## config.mk

```make
export PLATFORM = sky130hd
export DESIGN_NAME = bist_harness
export DESIGN_NICKNAME = d
export VERILOG_FILES = /design/src/rtl/bist_harness.sv
export SDC_FILE = /design/constraint.sdc
export NUM_CORES = 1
export LEC_CHECK = 0
export CORE_ASPECT_RATIO = 0.9
export CORE_UTILIZATION = 55
export CTS_CLUSTER_DIAMETER = 200
export DETAILED_ROUTE_END_ITERATION = 7
export PLACE_DENSITY = 0.84
export SETUP_SLACK_MARGIN = 0.4
export SYNTH_ARGS = -nofsm -noshare
export SYNTH_HDL_FRONTEND = slang
export SYNTH_SLANG_ARGS = --single-unit
```

## constraint.sdc

```tcl
create_clock -name bertaClock -period 4 [get_ports bertaClock]
set_clock_uncertainty 0.15 [all_clocks]
set_input_delay 0.4 -clock bertaClock [delete_from_list [all_inputs] [get_ports bertaClock]]
set_output_delay 0.4 -clock bertaClock [all_outputs]
set_load 0.005 [all_outputs]
```

## src/rtl/bist_harness.sv

```systemverilog
// Built-in self-test harness: LFSR stimulus into a UUT, MISR compaction of its outputs.
// Optional golden-signature verdict enabled by defining BIST_HARNESS_GOLDEN_CHECK_EN.
module bist_harness #(
  parameter int unsigned       IN_W         = 5,
  parameter int unsigned       OUT_W        = 16,
  parameter int unsigned       NUM_PATTERNS = 256,
  parameter int unsigned       UUT_LAT      = 1,
  parameter int unsigned       UUT_RST_CYC  = 4,
  parameter logic [31:0]       LFSR_SEED    = 32'h1,
  parameter logic [OUT_W-1:0]  MISR_POLY    = OUT_W'(32'h1021),
  localparam int unsigned      CNT_W        = $clog2(NUM_PATTERNS + 1)
) (
  input  logic              bertaClock,
  input  logic              global_reset,
  input  logic              start,
  input  logic [OUT_W-1:0]  golden_sig,
  input  logic [OUT_W-1:0]  uut_out,
  output logic              uut_reset,
  output logic [IN_W-1:0]   uut_in,
  output logic              busy,
  output logic              done,
  output logic              pass,
  output logic              fail,
  output logic [OUT_W-1:0]  signature,
  output logic [CNT_W-1:0]  pattern_cnt
);

  localparam int unsigned TW        = $clog2(UUT_RST_CYC + UUT_LAT + 1);
  localparam logic [31:0] SEED      = (LFSR_SEED == '0) ? 32'h1 : LFSR_SEED;
  localparam int unsigned DRAIN_END = (UUT_LAT == 0) ? 0 : UUT_LAT - 1;

  typedef enum logic [2:0] {IDLE, URST, RUN, DRAIN, DONE} state_t;

  state_t            state_q, state_n;
  logic [TW-1:0]     tcnt;
  logic [31:0]       lfsr;
  logic              lfsr_fb;
  logic [OUT_W-1:0]  misr, misr_n;
  logic              valid;
  logic              launch;

  assign launch  = (state_q == IDLE) && start;
  assign lfsr_fb = lfsr[31] ^ lfsr[21] ^ lfsr[1] ^ lfsr[0];

  // Valid flag: the RUN flag delayed by the UUT latency, so the MISR only
  // absorbs outputs that correspond to applied vectors.
  generate
    if (UUT_LAT == 0) begin : g_nolat
      assign valid = (state_q == RUN);
    end else begin : g_lat
      logic [UUT_LAT-1:0] vpipe;
      always_ff @(posedge bertaClock) begin
        if (global_reset) begin
          vpipe <= '0;
        end else begin
          vpipe[0] <= (state_q == RUN);
          for (int unsigned i = 1; i < UUT_LAT; i++) begin
            vpipe[i] <= vpipe[i-1];
          end
        end
      end
      assign valid = vpipe[UUT_LAT-1];
    end
  endgenerate

  always_comb begin
    misr_n = misr;
    if (valid) begin
      misr_n = {misr[OUT_W-2:0], 1'b0} ^ (misr[OUT_W-1] ? MISR_POLY : '0) ^ uut_out;
    end
  end

  always_comb begin
    state_n = state_q;
    case (state_q)
      IDLE:  if (start) state_n = URST;
      URST:  if (tcnt == TW'(UUT_RST_CYC - 1)) state_n = RUN;
      RUN:   if (pattern_cnt == CNT_W'(NUM_PATTERNS)) state_n = (UUT_LAT == 0) ? DONE : DRAIN;
      DRAIN: if (tcnt == TW'(DRAIN_END)) state_n = DONE;
      DONE:  state_n = IDLE;
      default: state_n = IDLE;
    endcase
  end

  // Outputs are registered from the next state so they line up with state_q.
  always_ff @(posedge bertaClock) begin
    if (global_reset) begin
      state_q     <= IDLE;
      tcnt        <= '0;
      lfsr        <= '0;
      misr        <= '0;
      uut_reset   <= 1'b0;
      uut_in      <= '0;
      busy        <= 1'b0;
      done        <= 1'b0;
      signature   <= '0;
      pattern_cnt <= '0;
    end else begin
      state_q   <= state_n;
      tcnt      <= (state_n != state_q) ? '0 : tcnt + 1'b1;
      uut_reset <= (state_n == URST);
      busy      <= (state_n != IDLE);
      done      <= (state_n == DONE);
      if (launch) begin
        misr        <= '0;
        pattern_cnt <= '0;
        signature   <= '0;
        lfsr        <= SEED;
        uut_in      <= '0;
      end else begin
        misr <= misr_n;
        if (state_n == RUN) begin
          uut_in <= lfsr[IN_W-1:0];
          lfsr   <= {lfsr[30:0], lfsr_fb};
          if (pattern_cnt != CNT_W'(NUM_PATTERNS)) pattern_cnt <= pattern_cnt + 1'b1;
        end else begin
          uut_in <= '0;
        end
        if (state_n == DONE) signature <= misr_n;
      end
    end
  end

`ifdef BIST_HARNESS_GOLDEN_CHECK_EN
  always_ff @(posedge bertaClock) begin
    if (global_reset || launch) begin
      pass <= 1'b0;
      fail <= 1'b0;
    end else if (state_n == DONE) begin
      pass <= (misr_n == golden_sig);
      fail <= (misr_n != golden_sig);
    end
  end
`else
  logic unused_golden;
  assign unused_golden = ^golden_sig;
  assign pass = 1'b0;
  assign fail = 1'b0;
`endif

endmodule
```

* Word level (Yosys, flattened, before mapping) *
Cells that the tools add are included.

cells by class
  bitwise gates (word level) = 6
  add/sub/neg operators = 2
  reduce and logical (&&, ||, !) cells = 9
  equality and inequality tests = 10
  muxes and demuxes = 9

operators by type and width
  kind                                            count
  two-way mux 16 bit                              1
  XOR 16 x 13 -> 16 bit                           1
  XOR 16 bit                                      1
  two-way mux 13 bit                              1
  == test 3 x 2 -> 1 bit (second input constant)  4
  two-way mux 3 bit                               4
  one-hot mux 3 bit (4 select lines)              1
  adder 9 x 1 -> 9 bit (second input constant)    1
  == test 9 bit (second input constant)           1
  inequality test 9 bit (second input constant)   1
  == test 3 x 1 -> 1 bit (second input constant)  2
  zero test 3 bit                                 2
  OR reduction 2 bit                              2
  adder 3 x 1 -> 3 bit (second input constant)    1
  == test 3 bit (second input constant)           1
  inequality test 3 bit                           1
  nonzero test 3 bit                              1
  OR reduction 3 bit                              1
  XOR 1 bit                                       3
  two-way mux 1 bit                               2
  AND reduction 2 bit                             1
  nonzero test 2 bit                              1
  logical AND 1 bit                               1
  inverter 1 bit                                  1

storage, ports and cells
  logic and storage cells = 48
  bits of input ports = 35
  flip-flop bits (word level) = 88

* Longest topological paths before layout *
  depth after elaboration = 6
  gate-level depth with buffers = 8
  gate-level depth less buffers = 6

* Worst setup path before layout *
No wires, ideal clock.

  kind = register -> register
  from = reg pattern_cnt[0]
  to = reg lfsr[2]
  required time = 3.778 ns
  arrival = 1.582 ns
  path slack = 2.196 ns
  stages on the path, launching flop included = 9
  path buffers = 2
  path through = dfxtp_1 -> inv_1 -> ha_1 -> nor4b_4 -> and4_1 -> buf_4 -> nor2_4 -> buf_6 -> mux2i_1

on the way
  cells in the longest elaborated chain, start to end = 4

RTL lines
  item                                RTL line  RTL
  start, declared                     25        output logic [CNT_W-1:0] pattern_cnt
  start signal, assigned              115       if (pattern_cnt != CNT_W'(NUM_PATTERNS)) pattern_cnt <= pattern_cnt + 1'b1;
  == test 9 bit                       78        RUN: if (pattern_cnt == CNT_W'(NUM_PATTERNS)) state_n = (UUT_LAT == 0) ? DONE : DRAIN;
  two-way mux 3 bit                   78
  one-hot mux 3 bit (4 select lines)  75        case (state_q)
  == test 3 x 2 -> 1 bit              112       if (state_n == RUN) begin
  end signal, assigned                114       lfsr <= {lfsr[30:0], lfsr_fb};
  end, declared                       36        logic [31:0] lfsr;

Every way passes these cells.
A chain may end at the register's enable or synchronous reset.

* Final worst setup path *
  from = reg tcnt[0]
  to = reg lfsr[19]

on the way
  cells in the longest elaborated chain, start to end = 4
  elaborated cells on any way between the ends = 6
  classes of those cells = eq/ne (2); mux (3); reduce/logical (1)

RTL lines
  item                                                              RTL line  RTL
  start, declared                                                   35        logic [TW-1:0] tcnt;
  start signal, assigned                                            100       tcnt <= (state_n != state_q) ? '0 : tcnt + 1'b1;
  == test 3 x 2 -> 1 bit / zero test 3 bit (equally long branches)  77, 79
  two-way mux 3 bit, on equally long branches                       77, 79
  one-hot mux 3 bit (4 select lines) *                              75
  == test 3 x 2 -> 1 bit *                                          112

Every way passes the cells marked *; elsewhere a longest branch is shown, timed or not.

==> flow_metrics.tcl <==
set metrics [dict create \
    outcome "completed" \
    ys_types 46 \
    finalCriticalPeriod_ns 2.549 \
    synthCells 383 \
    max_slew_margin_pct 22.11 \
    hold_viol 0 \
    maxCapViolations 0 \
    cts_resized 0 \
    clk_pin_slew_ns 0.08 \
    dr_wl_met3_um 260 \
    crit_arrival_ns 2.68 \
    yosys.area_share.simple_pct 20.19 \
    nets 462 \
    drive_gt1_share_pct 6.118 \
    synth-seq-cells 88 \
    grt_pass1_vias 2496 \
    synth_top_family_by_area "simple AND/OR/NAND/NOR gates" \
    p_leak_nw 1.477 \
    drtPass1Iterations 4 \
    fin_hold_ws_ns 0.3033 \
    synth_adder_area_share_pct 1.720 \
    wl_met2_um 3034 \
    synth-xor-area-share_pct 5.538 \
    num_io_pins 70 \
    num_rows 27 \
    rsz0062_at_grt "false" \
    drv_slew 0 \
    io_buffers 51 \
    wl_per_cell_um 12.75 \
    gp_congestion 0.7606 \
    grt_overflow 0 \
    vias 2632 \
    core_um2 6250 \
    h-tree-depth 3 \
    ys_seq_area_share_pct 48.43 \
    avgSynthCellArea_um2 9.497 \
    synth_edf_count 0 \
    ys_warn_count 0 \
    timing.fmax_mhz 392.3 \
    period_share_pct 63.73 \
    worstSetupPathType "reg -> reg" \
    wl_met1_um 3112 \
    finalSetupViolCount 0 \
    clk_latency_ns 0.35 \
    ant_nets 0 \
    area_growth_pct 18.03 \
    drt_wl_total_um 6530 \
    startpoint_type "flop" \
    cts_tree "built" \
    clockRootBuffer "clkbuf_8" \
    hpwl_um 4484 \
    drt_iter0_drc 137 \
    start_util_pct 58.20 \
    cts_hold_buf 0 \
    grt_usage_pct 20.75 \
    die-width_um 87.72 \
    fp.dieArea_um2 6943 \
    cts_buffers 9 \
    cts_sinks 88 \
    crit_required_ns 4.13 \
    n_antenna_cell 0 \
    setup_tns_ns 0 \
    synth-compound-area-share_pct 9.391 \
    grt_first_pass_wirelength_um 11120 \
    die_h_um 79.15 \
    hold_path.class "reg -> reg" \
    post-cts-setup-buffers 0 \
    power_density_nw_per_um2 347.2 \
    synth.mux.area_fraction_pct 9.907 \
    grt_start_max_net_pins 37 \
    path_max_fanout 31 \
    final_util_pct 68.69 \
    avgViaCountPerCell 5.141 \
    drcViolationCount 0 \
    worstMarginPinSlew_ns 1.163 \
    antenna_found_initial 0 \
    synthArstFlopShare_pct 0 \
    endpoint_kind "flop" \
    synthFlopType "dfxtp_1" \
    peakVddDrop_mv 0.2637 \
    top_layer "met4" \
    synth.cell_area_um2 3637 \
    clockBufferDepth 2 \
]
[state kept, by name (all words and copies together) (netlist names)]
| name | cells |
|---|---|
| done | 1 |
| g_lat.vpipe | 1 |
| tcnt | 3 |
| uut_reset | 1 |
| busy | 1 |
| lfsr | 32 |
| misr | 16 |
| state_q | 3 |
| signature | 16 |
| pattern_cnt | 9 |
| uut_in | 5 |
[per-stage QoR]
stage / std cells / power, mW / worst slack, ns / instance area, um^2
after floorplan: 384 / 0.9593 / 2.196 / 3641
after global placement: 498 / 0.9882 / 1.401 / 4133
after detailed placement: 498 / 0.9905 / 1.350 / 4133
after CTS: 512 / 1.504 / 1.426 / 4293
after global routing: 512 / 1.550 / 1.234 / 4293
final: 512 / 1.491 / 1.451 / 4293
[cell families after synthesis]
family / after synthesis
muxes: 36
buffers and inverters: 34
other: 1
and+or+nand+nor: 145
xor gates and xnor gates: 23
DFF: 88
adders and majority gates: 5
AOI/OAI and AO/OA: 51
[critical path, stage by stage, from the launching register on]
cell and delay [ns]:
dfxtp_1 0.36, ha_1 0.16, ha_1 0.22, nand3b_4 0.15, a21o_1 0.29, nor2_4 0.85
mux2i_1 0.28
[layout make-up]
cell class	count	area, um^2
clock inverter	4	22.52
inverter	9	33.78
multi-input combinational	262	1710
clock buffer	10	137.6
timing repair buffer	52	518.0
sequential	88	1762
tap	87	108.9
fill	479	1957
[synth_stat cells, drive strengths merged, types with 3 or more instances]
| master | n | share of area (%) |
|---|---|---|
| mux2i | 36 | 9.9 |
| clkbuf | 13 | 1.3 |
| nor4b | 4 | 2.0 |
| ha | 5 | 1.7 |
| dfxtp | 88 | 48 |
| a2111oi | 3 | 1.1 |
| nand3 | 4 | 0.55 |
| nand4 | 3 | 0.52 |
| nor2 | 32 | 3.5 |
| nor3 | 6 | 0.83 |
| nor2b | 3 | 0.52 |
| inv | 9 | 0.93 |
| nand2 | 69 | 7.1 |
| xnor2 | 23 | 5.5 |
| o21ai | 3 | 0.41 |
| a21oi | 32 | 4.4 |
| and2 | 13 | 2.2 |
| buf | 12 | 2.4 |
[worst paths after layout]
| path | from | to | slack [ns] | depth (start not counted) |
|---|---|---|---|---|
| setup / recovery | tcnt[0] | lfsr[19] | 1.45 | 6 |
| setup reg to reg | tcnt[0] | lfsr[19] | 1.45 | 6 |
| hold / removal | signature[1] | signature[1] | 0.30 | 2 |
| hold reg to reg | signature[1] | signature[1] | 0.30 | 2 |
[cell usage in the layout, fill, tap and decap left out, drive strengths merged, types with 2 or more instances in the layout]
cell / instances
a2111oi: 3
a211o: 2
a21boi: 2
a21o: 2
a21oi: 32
and2: 13
and3b: 2
clkbuf: 10
clkdlybuf4s50: 51
clkinv: 3
conb: 2
dfxtp: 88
ha: 5
inv: 9
mux2i: 36
nand2: 69
nand3: 4
nand3b: 2
nand4: 3
nor2: 32
nor2b: 3
nor3: 6
nor4b: 4
o21ai: 3
or3: 2
xnor2: 23
[layer usage]
layer	track usage [%]	up-vias
met4	8.525	0
met5	0	-
li1	-	1346
met3	6.445	10
met1	25.10	1230
met2	34.03	46
[power breakdown]
group / total, mW / internal (mW) / leakage, nW / switching, mW
logic: 0.0818 / 0.0400 / 0.683 / 0.0418
clock network: 0.521 / 0.232 / 0.0838 / 0.289
registers: 0.888 / 0.881 / 0.710 / 0.00699
Note: power is estimated with default switching activity, not from simulation.
